===== src/rtl/ar_pkg.sv =====
// Shared types and default sizes for the per-core address register bank.
package ar_pkg;
   typedef enum logic {AR_IDLE, AR_BURST} ar_state_t;
   localparam int AR_WIDTH = 16;
   localparam int AR_LEN_W = 4;
endpackage


===== src/rtl/ar_channel.sv =====
// One per-core address register with burst sequencer.
// Optional circular BASE/LIMIT addressing when AR_LIMIT_EN is defined.
module ar_channel
   import ar_pkg::*;
#(
   parameter int WIDTH = AR_WIDTH,
   parameter int LEN_W = AR_LEN_W
) (
   input  logic             clk,
   input  logic             RST,
   input  logic [WIDTH-1:0] bin,
   input  logic             wr,
`ifdef AR_LIMIT_EN
   input  logic             wrl,
`endif
   input  logic             inc,
   input  logic             dec,
   input  logic             start,
   input  logic [LEN_W-1:0] blen,
   input  logic             dmready,
   output logic [WIDTH-1:0] dmaddr,
   output logic             dmvalid,
   output logic             busy,
   output logic             done
);

   ar_state_t        state;
   logic [WIDTH-1:0] ar;
   logic [LEN_W-1:0] remaining;
   logic             busy_q;
   logic             done_q;

`ifdef AR_LIMIT_EN
   logic [WIDTH-1:0] base;
   logic [WIDTH-1:0] limit;

   function automatic logic [WIDTH-1:0] next_up(input logic [WIDTH-1:0] a);
      return (a == limit) ? base : a + WIDTH'(1);
   endfunction

   function automatic logic [WIDTH-1:0] next_dn(input logic [WIDTH-1:0] a);
      return (a == base) ? limit : a - WIDTH'(1);
   endfunction
`else
   function automatic logic [WIDTH-1:0] next_up(input logic [WIDTH-1:0] a);
      return a + WIDTH'(1);
   endfunction

   function automatic logic [WIDTH-1:0] next_dn(input logic [WIDTH-1:0] a);
      return a - WIDTH'(1);
   endfunction
`endif

   always_ff @(posedge clk) begin
      if (RST) begin
         state     <= AR_IDLE;
         ar        <= '0;
         remaining <= '0;
         busy_q    <= 1'b0;
         done_q    <= 1'b0;
`ifdef AR_LIMIT_EN
         base      <= '0;
         limit     <= '1;
`endif
      end else begin
         done_q <= 1'b0;
         case (state)
            AR_IDLE: begin
`ifdef AR_LIMIT_EN
               if (wrl) limit <= bin;
`endif
               if (wr) begin
                  ar <= bin;
`ifdef AR_LIMIT_EN
                  base <= bin;
`endif
               end else if (start) begin
                  // A zero-length burst completes immediately without beats.
                  if (blen == '0) begin
                     done_q <= 1'b1;
                  end else begin
                     remaining <= blen;
                     busy_q    <= 1'b1;
                     state     <= AR_BURST;
                  end
               end else if (inc) begin
                  ar <= next_up(ar);
               end else if (dec) begin
                  ar <= next_dn(ar);
               end
            end
            AR_BURST: begin
               if (dmready) begin
                  ar        <= next_up(ar);
                  remaining <= remaining - LEN_W'(1);
                  if (remaining == LEN_W'(1)) begin
                     state  <= AR_IDLE;
                     busy_q <= 1'b0;
                     done_q <= 1'b1;
                  end
               end
            end
            default: state <= AR_IDLE;
         endcase
      end
   end

   assign dmaddr  = ar;
   assign dmvalid = busy_q;
   assign busy    = busy_q;
   assign done    = done_q;

endmodule


===== src/rtl/ar_bank.sv =====
// Bank of CORES independent address registers feeding the data-memory ports.
// Define AR_LIMIT_EN to add WRL and circular BASE/LIMIT addressing.
module ar_bank
   import ar_pkg::*;
#(
   parameter int WIDTH = AR_WIDTH,
   parameter int CORES = 4,
   parameter int LEN_W = AR_LEN_W
) (
   input  logic                   clk,
   input  logic                   RST,
   input  logic [CORES*WIDTH-1:0] BIN,
   input  logic [CORES-1:0]       WR,
`ifdef AR_LIMIT_EN
   input  logic [CORES-1:0]       WRL,
`endif
   input  logic [CORES-1:0]       INC,
   input  logic [CORES-1:0]       DEC,
   input  logic [CORES-1:0]       START,
   input  logic [CORES*LEN_W-1:0] BLEN,
   input  logic [CORES-1:0]       DMREADY,
   output logic [CORES*WIDTH-1:0] DMADDR,
   output logic [CORES-1:0]       DMVALID,
   output logic [CORES-1:0]       BUSY,
   output logic [CORES-1:0]       DONE
);

   for (genvar c = 0; c < CORES; c++) begin : g_ch
      ar_channel #(
         .WIDTH (WIDTH),
         .LEN_W (LEN_W)
      ) u_ch (
         .clk     (clk),
         .RST     (RST),
         .bin     (BIN[c*WIDTH +: WIDTH]),
         .wr      (WR[c]),
`ifdef AR_LIMIT_EN
         .wrl     (WRL[c]),
`endif
         .inc     (INC[c]),
         .dec     (DEC[c]),
         .start   (START[c]),
         .blen    (BLEN[c*LEN_W +: LEN_W]),
         .dmready (DMREADY[c]),
         .dmaddr  (DMADDR[c*WIDTH +: WIDTH]),
         .dmvalid (DMVALID[c]),
         .busy    (BUSY[c]),
         .done    (DONE[c])
      );
   end

endmodule


===== config.mk =====
export PLATFORM = sky130hd
export DESIGN_NAME = ar_bank
export DESIGN_NICKNAME = d
export VERILOG_FILES = /design/src/rtl/ar_pkg.sv /design/src/rtl/ar_channel.sv /design/src/rtl/ar_bank.sv
export SDC_FILE = /design/constraint.sdc
export NUM_CORES = 1
export LEC_CHECK = 0
export CORE_AREA = 8 8 139 115
export CTS_CLUSTER_DIAMETER = 50
export DETAILED_ROUTE_END_ITERATION = 8
export DIE_AREA = 0 0 147 123
export GPL_ROUTABILITY_DRIVEN = 0
export PLACE_DENSITY_LB_ADDON = 0.15
export SKIP_LAST_GASP = 1
export SLEW_MARGIN = 10
export SYNTH_ARGS = -nofsm -noshare
export SYNTH_HDL_FRONTEND = slang
export SYNTH_SLANG_ARGS = --single-unit

===== constraint.sdc =====
create_clock -name clk -period 5.3 [get_ports clk]
set_clock_uncertainty 0.2 [all_clocks]
set_input_delay 1.59 -clock clk [delete_from_list [all_inputs] [get_ports clk]]
set_output_delay 1.59 -clock clk [all_outputs]
set_load 0.05 [all_outputs]

==> results of run 1 <==
-- area by class of cell --
type | instances | share of cell area, %
Clock buffer | 12 | 2.749
Sequential cell | 92 | 19.74
Multi-Input combinational cell | 801 | 52.98
Timing Repair Buffer | 192 | 20.14
Clock inverter | 4 | 0.5096
Tap cell | 184 | 2.467
Inverter | 35 | 1.408
-- cells by family (layout without fill, tap and decap cells) --
group / after synthesis / in the layout
buffers and inverters: 135 / 243
flip-flops: 92 / 92
AND/OR/NAND/NOR: 402 / 402
XOR/XNOR: 40 / 40
AO/OA/AOI/OAI: 339 / 339
adder cells (fa/ha/maj): 16 / 16
multiplexers: 4 / 4
-- through the flow --
step                hold slack (ns)  cells  setup slack [ns]
finish                       0.2758   1320             1.417
global route                 0.3070   1320             1.262
CTS                          0.2791   1320             1.440
detailed placement           0.2664   1304             1.067
global placement             0.2595   1304             1.158
floorplan                    0.2501   1028             2.048
-- worst min-delay path: cells and delay by family (launching register included) --
family | cells | cell delay (ns)
simple gates | 1 | 0.06
flops | 1 | 0.32
compound gates | 1 | 0.05
-- where the power goes --
| part | switching (W) | leakage [nW] | internal (W) |
|---|---|---|---|
| logic | 0.000612 | 2.47 | 0.000432 |
| clock network | 0.000296 | 0.149 | 0.000391 |
| registers | 0.000159 | 0.757 | 0.000760 |
| total | 0.00107 | 3.38 | 0.00158 |
-- layer usage --
layer / up-vias / wire length [um] / GRT usage, %
met1: 3867 / 10340 / 34.12
met4: 0 / 314 / 5.467
met3: 38 / 2479 / 6.876
met2: 449 / 10340 / 38.91
met5: - / 0 / 0
li1: 4019 / - / -
-- final timing paths --
kind,start,endpoint,slack (ns),cells past startpoint
setup / recovery,INC[2],g_ch[2].u_ch.dmaddr[6],1.42,7
hold reg to reg,g_ch[1].u_ch.busy,g_ch[1].u_ch.busy,0.28,2
setup reg to reg,g_ch[2].u_ch.state,g_ch[2].u_ch.dmaddr[13],2.68,5
hold / removal,g_ch[1].u_ch.busy,g_ch[1].u_ch.busy,0.28,2
-- state kept, by name (all words and copies together) (netlist names) --
name / flops
g_ch.u_ch.dmaddr: 64
g_ch.u_ch.state: 4
g_ch.u_ch.busy: 4
g_ch.u_ch.done: 4
g_ch.u_ch.remaining: 16
-- cell usage in the layout (no fill, tap or decap), types with 15 or more instances in the layout --
cell type | synthesis | routed
a211oi_1 | 22 | 22
nand2_1 | 93 | 93
nor3_1 | 40 | 40
xnor2_1 | 19 | 19
a22oi_1 | 18 | 18
o21ai_0 | 70 | 70
a221oi_1 | 19 | 19
xor2_1 | 21 | 21
and3_1 | 19 | 19
dfxtp_1 | 92 | 92
clkdlybuf4s50_1 | 0 | 176
ha_1 | 16 | 16
nand3_1 | 44 | 44
buf_4 | 12 | 15
a21oi_1 | 84 | 84
inv_1 | 34 | 34
nand4_1 | 18 | 18
nor2_1 | 100 | 100
==> flow_summary.json, run 1 <==
{
  "status": "completed",
  "critical_path.slowest_cell": "clkdlybuf4s50_1",
  "numCtsBuffers": 9,
  "grt_usage_pct": 25.01,
  "grt_pass1_vias": 7587,
  "ys_warn_count": 0,
  "clock_sinks": 92,
  "synthAdderAreaFrac_pct": 2.711,
  "final-max-slew-violation-count": 0,
  "synthCells": 1028,
  "synthMuxAreaShare_pct": 0.5930,
  "num_vias": 8373,
  "grt_max_degree": 81,
  "io-pin-count": 178,
  "cts-root-buf": "clkbuf_16",
  "hold_path_class": "flip-flop to flip-flop",
  "synth_compound_area_share_pct": 30.82,
  "fin_crit_ns": 3.883,
  "vias_per_cell": 6.343,
  "initial_utilization_pct": 53.29,
  "p_leak_nw": 3.377,
  "yosysTopAreaCellShare_pct": 24.94,
  "multi_input_area_mm2": 0.004943,
  "vdd_drop_max_mv": 0.1717,
  "synthTopCellsByCount": "100 x nor2_1, 93 x nand2_1, 92 x dfxtp_1",
  "core_area_mm2": 0.01386,
  "avgSynthCellArea_um2": 7.183,
  "layout.area.seq_mm2": 0.001842,
  "port-buffer-count": 177,
  "post-synth-top-area-cell": "dfxtp_1",
  "nFillCells": 1200,
  "cp-end-kind": "flip-flop",
  "start_kind": "primary input",
  "syn-num-nets": 1146,
  "fin_area_mm2": 0.009330,
  "die_w_um": 147,
  "antenna_found_initial": 0,
  "placed_area_mm2": 0.009026,
  "cts_tree": "yes",
  "rows": 39,
  "layout-drive-gt1-share_pct": 5.370,
  "yosysSeqAreaShare_pct": 24.94,
  "cts_setup_buffers": 0,
  "worstPathCellList": "clkdlybuf4s50_1 > o21ba_2 > o31ai_2 > o22ai_1 > a22oi_2 > nor2_1 > a2111oi_1",
  "cp_data_required_time_ns": 5.34,
  "slowest_delay_ns": 0.65,
  "yosys.area_share.simple_pct": 28.08,
  "ys_ff_latch": 92,
  "area_growth_pct": 26.35,
  "max_freq_ghz": 0.2575,
  "critical_path_arrival_ns": 3.93,
  "period_share_pct": 73.26,
  "rsz0062_at_grt": "no",
  "ant_nets": 0,
  "routed_wl_um": 23480,
  "grt_pass1_wl_um": 38090,
  "cts_resized": 0,
  "ys_types": 80,
  "dp_hpwl_um": 16470,
  "path_buf_inv": 1,
  "synth_area_leaders": "dfxtp_1 25%, a21oi_1 5.7%, nor2_1 5.1%",
  "power_w": 0.002649,
  "clock_latency_ns": 0.36,
  "clk_path_buf_depth": 2,
  "num-nets-final": 1249,
  "clk_pin_slew_worst_paths_ns": 0.07,
  "fp.dieArea_mm2": 0.01808,
  "synth_edf_count": 0,
  "wl_per_cell_um": 17.79,
  "drv_cap": 0,
  "cts_hold_buffers": 0,
  "yosys_most_used_dff": "dfxtp_1",
  "tightest_slew_ns": 1.000,
  "antenna_cells": 0,
  "grt-ovfl-total": 0,
  "finalSetupViolCount": 0,
  "synth_top_family_by_area": "compound AO/OA/AOI/OAI gates",
  "synthArstFlopShare_pct": 0,
  "cts_max_level": 3,
  "relSlewSlack_pct": 33.23,
  "die_y_um": 123,
  "drtIter0Drc": 941,
  "drc": 0,
  "synth_xor_area_share_pct": 4.744,
  "synth_area_mm2": 0.007385,
  "hold_violations": 0,
  "tns_ns": 0,
  "finish.utilization_pct": 67.33,
  "critical_path_class": "primary input to flip-flop",
  "cp_max_fo": 14,
  "drt_pass1_iterations": 7,
  "powerDensity_mw_per_mm2": 284.0,
  "cp_top_family": "compound AO/OA/AOI/OAI gates",
  "yosys.cell_count.top_type": "nor2_1"
}
(Power assumes the default switching activity.)
==> inputs of run 2 (changes only) <==
CORE_AREA = 8 8 151 125   (was 8 8 139 115)
DIE_AREA = 0 0 159 133   (was 0 0 147 123)
clock period = 3.2 ns   (was 5.3 ns; I/O delays follow)
==> flow_summary.json, run 2 (synthesized netlist as in run 1, its figures left out) <==
{
  "status": "completed",
  "die_w_um": 159,
  "rsz0062_at_grt": "no",
  "p_seq_share_pct": 34.2,
  "initial_utilization_pct": 45.33,
  "period_share_pct": 95.22,
  "multi_input_area_mm2": 0.004943,
  "vias_per_cell": 6.073,
  "critical_path.slowest_cell": "clkdlybuf4s50_1",
  "grt_pass1_vias": 7828,
  "critPathLaunch": "g_ch[1].u_ch.dmaddr[6]",
  "cp_max_fo": 11,
  "relSlewSlack_pct": 28.61,
  "hold_violations": 0,
  "grt_max_degree": 37,
  "drt_pass1_iterations": 6,
  "drv_cap": 0,
  "port-buffer-count": 177,
  "cts_tree": "yes",
  "nFillCells": 1530,
  "area_growth_pct": 30.97,
  "combPwrFrac_pct": 41.8,
  "placed_area_mm2": 0.009404,
  "hold_path_class": "flip-flop to flip-flop",
  "clock_sinks": 92,
  "antenna_found_initial": 0,
  "routed_wl_um": 24590,
  "critical_path_class": "flip-flop to output pin",
  "cp_data_required_time_ns": 2.04,
  "r2r-start": "g_ch[3].u_ch.state",
  "final-max-slew-violation-count": 0,
  "max_freq_ghz": 0.3282,
  "rows": 42,
  "fin_crit_ns": 3.047,
  "io-pin-count": 178,
  "cts_max_level": 3,
  "ant_nets": 0,
  "clock_latency_ns": 0.35,
  "die_y_um": 133,
  "fin_area_mm2": 0.009672,
  "finalSetupViolCount": 0,
  "cp-end-kind": "output pin",
  "drc": 0,
  "cp_top_family": "buffers and inverters",
  "layout.area.seq_mm2": 0.001842,
  "clk_path_buf_depth": 2,
  "grt_pass1_wl_um": 40320,
  "worstPathCellList": "clkdlybuf4s50_1",
  "num-nets-final": 1290,
  "p_leak_nw": 3.568,
  "slowest_delay_ns": 0.93,
  "swShare_pct": 40.10,
  "most-common-layout-cells": "176 x clkdlybuf4s50_1, 100 x nor2_1, 93 x nand2_1, 92 x dfxtp_1, 84 x a21oi_1",
  "path_buf_inv": 1,
  "p_sw_w": 0.001753,
  "drtIter0Drc": 794,
  "clk_pin_slew_worst_paths_ns": 0.06,
  "cts_setup_buffers": 0,
  "wl_per_cell_um": 17.65,
  "antenna_cells": 0,
  "fp.dieArea_mm2": 0.02115,
  "min_from": "g_ch[3].u_ch.busy",
  "grt-ovfl-total": 0,
  "pwr-share-clk_pct": 24.0,
  "final_common_cell": "clkdlybuf4s50_1",
  "p_int_w": 0.002619,
  "critical_path_arrival_ns": 1.89,
  "numCtsBuffers": 9,
  "tightest_slew_ns": 1.054,
  "cts_hold_buffers": 0,
  "core_area_mm2": 0.01629,
  "tns_ns": 0,
  "powerDensity_mw_per_mm2": 452.1,
  "cts_resized": 0,
  "layout-drive-gt1-share_pct": 8.440,
  "dp_hpwl_um": 18150,
  "cts-root-buf": "clkbuf_16",
  "vdd_drop_max_mv": 0.2435,
  "num_vias": 8460,
  "largest_reg_flops": 64,
  "start_kind": "flip-flop",
  "grt_usage_pct": 22.35
}
[run 2: changes by cell type in the layout (fill, tap and decap cells not counted)]
cell | previous run | this run
clkinv_2 | 2 | 1
buf_12 | 0 | 2
clkbuf_8 | 2 | 0
buf_4 | 15 | 54
clkbuf_1 | 1 | 0
[run 2: cell type report]
class,instances,area share [%]
Clock inverter,3,0.4398
Multi-Input combinational cell,801,51.11
Inverter,35,1.358
Timing Repair Buffer,233,22.87
Tap cell,220,2.846
Clock buffer,9,2.329
Sequential cell,92,19.04
[run 2: power by group through the flow]
stage	Clock [W]	Combinational [W]	Sequential, W
detailed placement	0	0.00181	0.00151
global route	0.00112	0.00199	0.00152
finish	0.00105	0.00183	0.00149
CTS	0.00109	0.00182	0.00149
global placement	0	0.00180	0.00151
floorplan	0	0.00102	0.00169
[run 2: stage by stage]
step                hold slack, ns  utilization (%)  worst slack (ns)  instances  power (W)
detailed placement          0.2716            57.73           0.01038       1381   0.003326
global placement            0.2595            57.73           0.01272       1381   0.003312
CTS                         0.2854            59.37            0.1416       1393   0.004402
floorplan                   0.2501                -            0.5778       1028   0.002715
global route                0.3020            59.37           0.09828       1393   0.004624
finish                      0.2836            59.37            0.1529       1393   0.004373
[run 2: worst paths after layout]
path | to | slack [ns] | cells past startpoint
setup / recovery | DMADDR[22] | 0.15 | 1
hold / removal | g_ch[3].u_ch.busy | 0.28 | 2
setup reg to reg | g_ch[3].u_ch.dmaddr[9] | 0.74 | 7
hold reg to reg | g_ch[3].u_ch.busy | 0.28 | 2
[run 2: metal layers]
layer | vias to the layer above | part of all wire (%) | global-route usage, %
met4 | 0 | 0.86 | 5.230
met3 | 18 | 7.7 | 5.084
met5 | - | 0 | 0
met1 | 3959 | 48 | 30.92
met2 | 372 | 44 | 34.53
li1 | 4111 | - | -
[run 2: tightest hold or removal path: stages (launching register included)]
cell	delay, ns
dfxtp_1	0.32
nand2_1	0.06
a21oi_1	0.05
